File: config.mk
export PLATFORM = sky130hd
export DESIGN_NAME = fifo_param
export DESIGN_NICKNAME = d
export VERILOG_FILES = /design/src/rtl/fifo_pkg.sv /design/src/rtl/fifo_ptr_ctrl.sv /design/src/rtl/fifo_param.sv
export SDC_FILE = /design/constraint.sdc
export NUM_CORES = 1
export LEC_CHECK = 0
export BUFFER_PORTS_ARGS = -buffer_cell sky130_fd_sc_hd__buf_2
export CAP_MARGIN = 15
export CORE_UTILIZATION = 40
export CTS_CLUSTER_SIZE = 28
export DETAILED_ROUTE_END_ITERATION = 8
export PLACE_DENSITY = 0.72
export SYNTH_ARGS = -nofsm -noshare
export SYNTH_HDL_FRONTEND = slang
export SYNTH_SLANG_ARGS = --single-unit
File: constraint.sdc
create_clock -name pclk -period 1.8 [get_ports pclk]
set_input_delay 0.36 -clock pclk [delete_from_list [all_inputs] [get_ports pclk]]
set_output_delay 0.36 -clock pclk [all_outputs]
set_load 0.02 [all_outputs]
File: src/rtl/fifo_pkg.sv
// Shared constants and helpers for the parameterised FIFO.
// Used by fifo_param and fifo_ptr_ctrl.
package fifo_pkg;

  localparam int DEF_WIDTH     = 8;
  localparam int DEF_DEPTH     = 4;
  localparam int DEF_AF_THRESH = DEF_DEPTH - 1;

  // Ceiling log2, for sizing pointers and the occupancy counter.
  // Returns 0 for values of 0 or 1.
  function automatic int clog2(input int value);
    int result;
    result = 0;
    for (int i = 0; i < 31; i++) begin
      if ((1 << i) < value) begin
        result = i + 1;
      end
    end
    return result;
  endfunction

endpackage : fifo_pkg

File: src/rtl/fifo_ptr_ctrl.sv
// Pointer and occupancy bookkeeping for fifo_param.
// Takes the already-accepted write/read strobes. It tracks the circular-buffer
// pointers and the entry count. Because DEPTH is a power of two, the pointers
// wrap from DEPTH-1 to 0 by natural binary overflow.
module fifo_ptr_ctrl
  import fifo_pkg::*;
#(
  parameter  int DEPTH = DEF_DEPTH,
  localparam int PW    = clog2(DEPTH),
  localparam int CW    = clog2(DEPTH + 1)
) (
  input  logic          clk,
  input  logic          srst,
  input  logic          i_wr_acc,
  input  logic          i_rd_acc,
  output logic [PW-1:0] o_wr_ptr,
  output logic [PW-1:0] o_rd_ptr,
  output logic [CW-1:0] o_count
);

  logic [PW-1:0] r_wr_ptr;
  logic [PW-1:0] r_rd_ptr;
  logic [CW-1:0] r_count;

  // Advance the pointers on accepted strobes. The count moves only when
  // exactly one side is active.
  always_ff @(posedge clk) begin
    if (srst) begin
      r_wr_ptr <= '0;
      r_rd_ptr <= '0;
      r_count  <= '0;
    end else begin
      if (i_wr_acc) begin
        r_wr_ptr <= r_wr_ptr + PW'(1);
      end
      if (i_rd_acc) begin
        r_rd_ptr <= r_rd_ptr + PW'(1);
      end
      case ({i_wr_acc, i_rd_acc})
        2'b10:   r_count <= r_count + CW'(1);
        2'b01:   r_count <= r_count - CW'(1);
        default: r_count <= r_count;
      endcase
    end
  end

  assign o_wr_ptr = r_wr_ptr;
  assign o_rd_ptr = r_rd_ptr;
  assign o_count  = r_count;

endmodule : fifo_ptr_ctrl

File: src/rtl/fifo_param.sv
// Synchronous single-clock FIFO with a registered read port.
// This block holds the storage array, the read data register and the status
// flags. fifo_ptr_ctrl handles the pointer and count updates.
// There is no fall-through: a read on an empty FIFO is rejected even when a
// write arrives in the same cycle.
// Optional feature: define FIFO_PARAM_ERR_EN to add the sticky ovf/udf flags.
module fifo_param
  import fifo_pkg::*;
#(
  parameter  int WIDTH     = DEF_WIDTH,
  parameter  int DEPTH     = DEF_DEPTH,
  parameter  int AF_THRESH = DEPTH - 1,
  localparam int PW        = clog2(DEPTH),
  localparam int CW        = clog2(DEPTH + 1)
) (
  input  logic             pclk,
  input  logic             clear,
  input  logic             en,
  input  logic             write,
  input  logic             read,
  input  logic [WIDTH-1:0] wordIn,
  output logic [WIDTH-1:0] wordOut,
  output logic             rvalid,
  output logic [CW-1:0]    count,
  output logic             nempty,
  output logic             intr,
`ifdef FIFO_PARAM_ERR_EN
  output logic             ovf,
  output logic             udf,
`endif
  output logic             afull
);

  localparam logic [CW-1:0] FULL_CNT = CW'(DEPTH);
  localparam logic [CW-1:0] AF_CNT   = CW'(AF_THRESH);

  logic [WIDTH-1:0] r_mem [DEPTH];
  logic [WIDTH-1:0] r_word_out;
  logic             r_rvalid;

  logic [PW-1:0]    w_wr_ptr;
  logic [PW-1:0]    w_rd_ptr;
  logic [CW-1:0]    w_count;
  logic             w_rd_acc;
  logic             w_wr_acc;

  // A read needs data present. A write needs a free slot, or needs the slot
  // that a same-cycle read frees.
  assign w_rd_acc = en & read & (w_count != '0);
  assign w_wr_acc = en & write & ((w_count < FULL_CNT) | w_rd_acc);

  fifo_ptr_ctrl #(
    .DEPTH (DEPTH)
  ) u_ptr_ctrl (
    .clk      (pclk),
    .srst     (clear),
    .i_wr_acc (w_wr_acc),
    .i_rd_acc (w_rd_acc),
    .o_wr_ptr (w_wr_ptr),
    .o_rd_ptr (w_rd_ptr),
    .o_count  (w_count)
  );

  // Storage write port. The storage is not reset. After a clear, old entries
  // are unreachable because the pointers and the count are zeroed.
  always_ff @(posedge pclk) begin
    if (w_wr_acc) begin
      r_mem[w_wr_ptr] <= wordIn;
    end
  end

  // Registered read port. When full, a simultaneous read and write use the
  // same slot; the read returns the old word.
  always_ff @(posedge pclk) begin
    if (clear) begin
      r_word_out <= '0;
      r_rvalid   <= 1'b0;
    end else begin
      r_rvalid <= w_rd_acc;
      if (w_rd_acc) begin
        r_word_out <= r_mem[w_rd_ptr];
      end
    end
  end

`ifdef FIFO_PARAM_ERR_EN
  logic r_ovf;
  logic r_udf;

  // Sticky error flags. A rejected request sets its flag; only clear resets it.
  always_ff @(posedge pclk) begin
    if (clear) begin
      r_ovf <= 1'b0;
      r_udf <= 1'b0;
    end else begin
      if (en & write & ~w_wr_acc) begin
        r_ovf <= 1'b1;
      end
      if (en & read & ~w_rd_acc) begin
        r_udf <= 1'b1;
      end
    end
  end

  assign ovf = r_ovf;
  assign udf = r_udf;
`endif

  assign wordOut = r_word_out;
  assign rvalid  = r_rvalid;
  assign count   = w_count;
  // The status flags depend only on the count register, never on the requests.
  assign nempty  = (w_count != '0);
  assign intr    = (w_count == FULL_CNT);
  assign afull   = (w_count >= AF_CNT);

endmodule : fifo_param

==> metrics.cfg, run 1 <==
[synth]
yosysTopAreaCellShare=0.4987
syn_area_per_cell_um2=14.60
synth-warning-count=0
synthCells=132
synth_edf_count=32
netlist_area_mm2=0.001927
synth_area_leaders=edfxtp_1 50%, dfxtp_1 17%, mux4_1 5.5%
synthArstFlopShare=0
synthesis.nets=151
yosys.area.top_type=edfxtp_1
synth_seq_cells=48
ys.flop_type=edfxtp_1
synthDistinctLibCells=23
synth-seq-area-share=0.6649

[global_routing]
grt_overflow=0
grt_usage=0.1580
grt_max_degree=17
antenna_found_initial=0
grt_first_pass_wirelength_mm=5.851
grt_pass1_vias=1197

[hold_path]
hold_path_class=in2reg
hp-start=wordIn[1]

[cells_and_area]
fin_cells=223
final_cell_mix=32 x edfxtp_1, 27 x buf_2, 19 x nand2_1, 14 x a21oi_1, 13 x dfxtp_1
antennaDiodeCount=0
layout-drive-gt1-share=0.3275
nNetsFinal=189
area_growth_pct=19.48
mostFrequentLayoutCell=edfxtp_1

[floorplanning]
num_rows=24
die_x_um=71.41
die_h_um=71.41
ios=28
dieArea_mm2=0.005099
initial_utilization=0.4278
core_mm2=0.004504

[drt]
routed_wl_mm=3.430
dr.first_iter.drc_count=73
ant_nets=0
drc_errors=2
dr_total_vias=1156
vias_per_cell=5.184
routedWlPerCell_um=15.38
dr.pass1.iters=6

[timing]
tightest_slew_ns=0.4697
period_needed_ns=1.857
setup_ws_ns=-0.05738
fmax_ghz=0.5384
max_slew_margin=0.6869
whs_ns=0.2688
grt_setup_unrepaired=yes
hold_viol_final=0
drv_slew=0
setup_viol=1
timing.final.crit_share=1.032
skew_ns=0.009040

[clock_network]
clk_latency_ns=0.30
cts_tree=built
path_clk_slew_ns=0.09
clk_path_buf_depth=2
cts_resized=0
htree_levels=2
cts_hold_buffers=0
cts-buffers-inserted=5
root_buffer=clkbuf_8
cts.sinks=48

[worst_setup_path]
end_kind=flip-flop
critPathRequiredTime_ns=2.04
critPathArrivalTime_ns=2.09
critical_path.max_fanout=8
r2r_start=u_ptr_ctrl.o_count[2]
critPathLaunch=u_ptr_ctrl.o_count[2]
critPathKind=reg2reg
start_kind=flip-flop

[power_and_ir_drop]
power_leakage_nw=0.8534
totalPowerFinal_w=0.002217
ir_drop_uv=535.1
powerDensity_mw_per_mm2=962.9

[outcome]
status=finished, violations left
violations=DRC, setup timing

[placed_design]
dp_hpwl_mm=2.422
post-place-ws_ns=-0.1131
dp_cells=213
numPortBuffers=27
place_congestion=0.6944

[flow_run]
cap_violations=0

==> per-stage QoR <==
stage          utilization  setup TNS [ns]  cell area, um2
2_1_floorplan            -       -0.009325            1963
3_3_place_gp        0.4842        -0.02376            2181
3_5_place_dp        0.4842         -0.1131            2181
4_1_cts             0.5078        -0.05513            2287
5_1_grt             0.5111         -0.1219            2302
6_report            0.5111        -0.05738            2302
==> synthesized netlist by cell type, types with 2 or more instances <==
master / n
edfxtp_1: 32
nand2_1: 19
dfxtp_1: 16
a21oi_1: 14
inv_1: 7
ha_1: 5
nor2_1: 5
and2_1: 4
mux4_1: 4
mux4_2: 4
o21ai_0: 4
or3_1: 4
buf_6: 2
clkbuf_1: 2
xor2_1: 2
==> cells by family (layout without fill, tap and decap cells) <==
group | count (synthesis) | count (layout) | synth area share
xor gates and xnor gates | 2 | 2 | 0.009093
muxes | 8 | 8 | 0.1013
and+or+nand+nor | 35 | 35 | 0.08377
buffers and inverters | 13 | 52 | 0.03376
adders and majority gates | 6 | 6 | 0.04286
AOI/OAI and AO/OA | 20 | 20 | 0.06429
DFF | 48 | 48 | 0.6649
==> path summary, 6_finish.rpt <==
kind	cells after the start	slack (ns)	endpoint
max	9	-0.06	u_ptr_ctrl.o_count[2]
min	1	0.27	r_mem[0][1]
max reg2reg	9	-0.06	u_ptr_ctrl.o_count[2]
min reg2reg	2	0.46	wordOut[7]
==> timing repair <==
| item | CTS | global route |
|---|---|---|
| pin swaps | 0 | 1 |
| buffers inserted | 0 | 2 |
| hold endpoints to repair | 0 | 0 |
| endpoints found under the setup margin | 1 | 2 |
==> cell type report <==
class	count	area (um2)
Multi-Input combinational cell	71	605.6
Tap cell	52	65.06
Clock buffer	5	68.82
Clock inverter	3	37.54
Timing Repair Buffer	36	202.7
Inverter	8	30.03
Fill cell	385	2202
Sequential cell	48	1292
==> sequential cells by signal, indices dropped and copies added, names as in the netlist <==
name	cells
r_mem	32
rvalid	1
u_ptr_ctrl.o_count	3
u_ptr_ctrl.o_rd_ptr	2
u_ptr_ctrl.o_wr_ptr	2
wordOut	8
==> routing by layer <==
layer  track usage  vias up  share of wire
met5             0        -              0
met4       0.07333        0          0.024
met3       0.05767        9          0.054
met2        0.2720       33           0.50
met1        0.1744      556           0.42
li1              -      558              -
==> worst max-delay path, cell delays in order (launching register included) <==
cell and delay [ns]:
dfxtp_4 0.40, nor2b_4 0.17, nor2_2 0.06, inv_2 0.08, ha_4 0.13, inv_1 0.05, fa_2 0.33, xor2_1 0.15
or3_1 0.30, a21oi_1 0.12
==> power breakdown <==
group | switching (W) | leakage, nW | total (W) | internal, W
combinational | 0.000133 | 0.378 | 0.000234 | 0.000101
clock | 0.000343 | 0.0532 | 0.000748 | 0.000405
sequential | 0.0000255 | 0.423 | 0.00123 | 0.00121
Note: power is estimated with default switching activity, not from simulation.
==> run 2: changes to the inputs <==
--- a/config.mk
+++ b/config.mk
@@ -10,7 +10,6 @@
 export CORE_UTILIZATION = 40
 export CTS_CLUSTER_SIZE = 28
 export DETAILED_ROUTE_END_ITERATION = 8
-export PLACE_DENSITY = 0.72
 export SYNTH_ARGS = -nofsm -noshare
 export SYNTH_HDL_FRONTEND = slang
 export SYNTH_SLANG_ARGS = --single-unit
==> run 2 against run 1 <==
  * The flow still finishes with violations (DRC, setup timing)
  * Maximum frequency rose by 2.2%
  * Power fell by 6.1%
  * Final area rose by 0.82%
  * Sequential power barely moved
  * Critical path depth did not move
  * Die area did not move
  * Worst setup slack improved by 0.041 ns
  * Clock skew fell by 0.0042 ns
  * Core utilization rose by 0.42 points
  * Via count rose by 0.26%
  * Largest cell class unchanged
  * Highest routed layer unchanged
==> metrics.cfg, run 2 (same netlist as run 1, synthesis figures left out) <==
[clock_network]
clk_latency_ns=0.30  ; about the same
cts-buffers-inserted=5  ; unchanged
cts.sinks=48  ; unchanged
cts_tree=built  ; unchanged
root_buffer=clkbuf_8  ; unchanged
clk_path_buf_depth=2  ; unchanged
path_clk_slew_ns=0.08  ; was 0.09 ns
htree_levels=2  ; unchanged

[timing]
timing.final.crit_share=1.009  ; was 1.032
grt_setup_unrepaired=yes  ; unchanged
tightest_slew_ns=0.4045  ; was 0.4697 ns
skew_ns=0.004875  ; was 0.009040 ns
setup_viol=1  ; unchanged
whs_ns=0.2706  ; was 0.2688 ns
period_needed_ns=1.817  ; was 1.857 ns
setup_ws_ns=-0.01673  ; was -0.05738 ns
hold_viol_final=0  ; unchanged
fmax_ghz=0.5504  ; was 0.5384 GHz
drv_slew=0  ; unchanged
max_slew_margin=0.7299  ; was 0.6869

[drt]
ant_nets=0  ; unchanged
routedWlPerCell_um=14.69  ; was 15.38 um
dr.first_iter.drc_count=72  ; was 73
dr_total_vias=1159  ; was 1156
drc_errors=4  ; was 2
routed_wl_mm=3.320  ; was 3.430 mm
dr.pass1.iters=6  ; unchanged
vias_per_cell=5.128  ; was 5.184

[floorplanning]
die_x_um=71.41  ; unchanged
num_rows=24  ; unchanged
core_mm2=0.004504  ; unchanged
ios=28  ; unchanged
die_h_um=71.41  ; unchanged
initial_utilization=0.4278  ; unchanged
dieArea_mm2=0.005099  ; unchanged

[worst_setup_path]
r2r_start=u_ptr_ctrl.o_count[2]  ; unchanged
worstPathCellList=nor2b_4, nor2_2, inv_2, ha_4, inv_1, fa_2, xor2_1, or3_1, a21oi_2  ; was nor2b_4, nor2_2, inv_2, ha_4, inv_1, fa_2, xor2_1, or3_1, a21oi_1
regToRegEndpoint=u_ptr_ctrl.o_count[2]  ; unchanged
cp_slowest_cell=dfxtp_4  ; unchanged
critPathArrivalTime_ns=2.05  ; was 2.09 ns
critical_path.top_delay_family=simple AND/OR/NAND/NOR gates  ; unchanged
rrSetupSlack_ns=-0.02  ; was -0.06 ns
worstRegToRegCells=9  ; unchanged
end_kind=flip-flop  ; unchanged
critical_path.max_fanout=3  ; was 8
slowest_delay_ns=0.38  ; was 0.40 ns
start_kind=flip-flop  ; unchanged
critPathRequiredTime_ns=2.03  ; was 2.04 ns
critPathKind=reg2reg  ; unchanged
crit_buf_inv=2  ; unchanged

[placed_design]
dp_cells=217  ; was 213
dp_hpwl_mm=2.261  ; was 2.422 mm
numPortBuffers=27  ; unchanged
place_congestion=0.7376  ; was 0.6944

[power_and_ir_drop]
power_leakage_nw=0.8663  ; was 0.8534 nW
powerDensity_mw_per_mm2=897.3  ; was 962.9 mW/mm2
ir_drop_uv=536.9  ; was 535.1 uV

[global_routing]
grt_max_degree=17  ; unchanged
grt_overflow=0  ; unchanged
antenna_found_initial=0  ; unchanged
grt_usage=0.1528  ; was 0.1580
grt_first_pass_wirelength_mm=5.630  ; was 5.851 mm
grt_pass1_vias=1184  ; was 1197

[hold_path]
hp-start=wordIn[6]  ; was wordIn[1]
hold_path_class=in2reg  ; unchanged
hold_end=r_mem[0][6]  ; was r_mem[0][1]
hold_path_depth=1  ; unchanged

[cells_and_area]
area_growth_pct=20.45  ; was 19.48%
mostFrequentLayoutCell=edfxtp_1  ; unchanged
fill_cells=384  ; was 385
layout-drive-gt1-share=0.3506  ; was 0.3275
largest_reg_flops=32  ; unchanged
final_cell_mix=32 x edfxtp_1, 27 x buf_2, 19 x nand2_1, 13 x a21oi_1, 13 x dfxtp_1  ; was 32 x edfxtp_1, 27 x buf_2, 19 x nand2_1, 14 x a21oi_1, 13 x dfxtp_1
fin_cells=226  ; was 223
nNetsFinal=192  ; was 189
antennaDiodeCount=0  ; unchanged
max_flop_register=r_mem  ; unchanged

[outcome]
status=finished, violations left  ; unchanged
violations=DRC, setup timing  ; unchanged

[flow_run]
cap_violations=0  ; unchanged

run 2: cell types whose count changed in the layout (fill, tap and decap cells not counted):
cell	change
bufinv_16	-1
clkinv_2	+1
buf_12	+1
a21oi_2	+1
buf_4	+2
clkinv_1	-1
inv_6	+1
a21oi_1	-1
run 2: repair_timing:
action | CTS | global route
hold endpoints to repair | 0 | 0
hold buffers | 0 | 0
setup endpoints to repair | 1 | 1
setup buffers | 1 | 0
resized for setup | 0 | 1
run 2: worst max-delay path by stage:
stage	startpoint	endpoint	slack (ns)	cells past startpoint
after floorplan	u_ptr_ctrl.o_count[2]	u_ptr_ctrl.o_count[2]	-0.009	9
after global placement	read	u_ptr_ctrl.o_count[2]	-0.04	10
after detailed placement	read	u_ptr_ctrl.o_count[2]	-0.09	10
after CTS	u_ptr_ctrl.o_count[2]	u_ptr_ctrl.o_count[2]	-0.004	9
after global routing	u_ptr_ctrl.o_count[2]	u_ptr_ctrl.o_count[2]	-0.14	9
final	u_ptr_ctrl.o_count[2]	u_ptr_ctrl.o_count[2]	-0.02	9
run 2: routing by layer:
| metal | wire length (um) | up-vias | global-route usage |
|---|---|---|---|
| met5 | 0 | - | 0 |
| met2 | 1832 | 39 | 0.2698 |
| met1 | 1265 | 557 | 0.1632 |
| met4 | 48 | 0 | 0.08444 |
| li1 | - | 557 | - |
| met3 | 174 | 6 | 0.04641 |
run 2: cell type report:
type                            instances  area (um2)  share of cell area
Sequential cell                        48        1292              0.5569
Multi-Input combinational cell         71       609.3              0.2625
Timing Repair Buffer                   39       237.7              0.1024
Clock buffer                            5       68.82             0.02965
Tap cell                               52       65.06             0.02803
Inverter                                8       30.03             0.01294
Clock inverter                          3       17.52            0.007547
run 2: where the power goes:
group	switching (W)	leakage [nW]	internal, W	total (W)
clock	0.000338	0.0460	0.000271	0.000609
combinational	0.000131	0.398	0.000106	0.000237
sequential	0.0000273	0.423	0.00121	0.00124
run 2: stage by stage:
step	setup slack, ns	util	power (W)	TNS (ns)	area [um2]
2_1_floorplan	-0.009325	-	0.001407	-0.009325	1963
3_3_place_gp	-0.03599	0.4936	0.001488	-0.03599	2223
3_5_place_dp	-0.08971	0.4936	0.001499	-0.08971	2223
4_1_cts	-0.004281	0.5144	0.002116	-0.004281	2317
5_1_grt	-0.1360	0.5153	0.002196	-0.1360	2321
6_report	-0.01673	0.5153	0.002083	-0.01673	2321
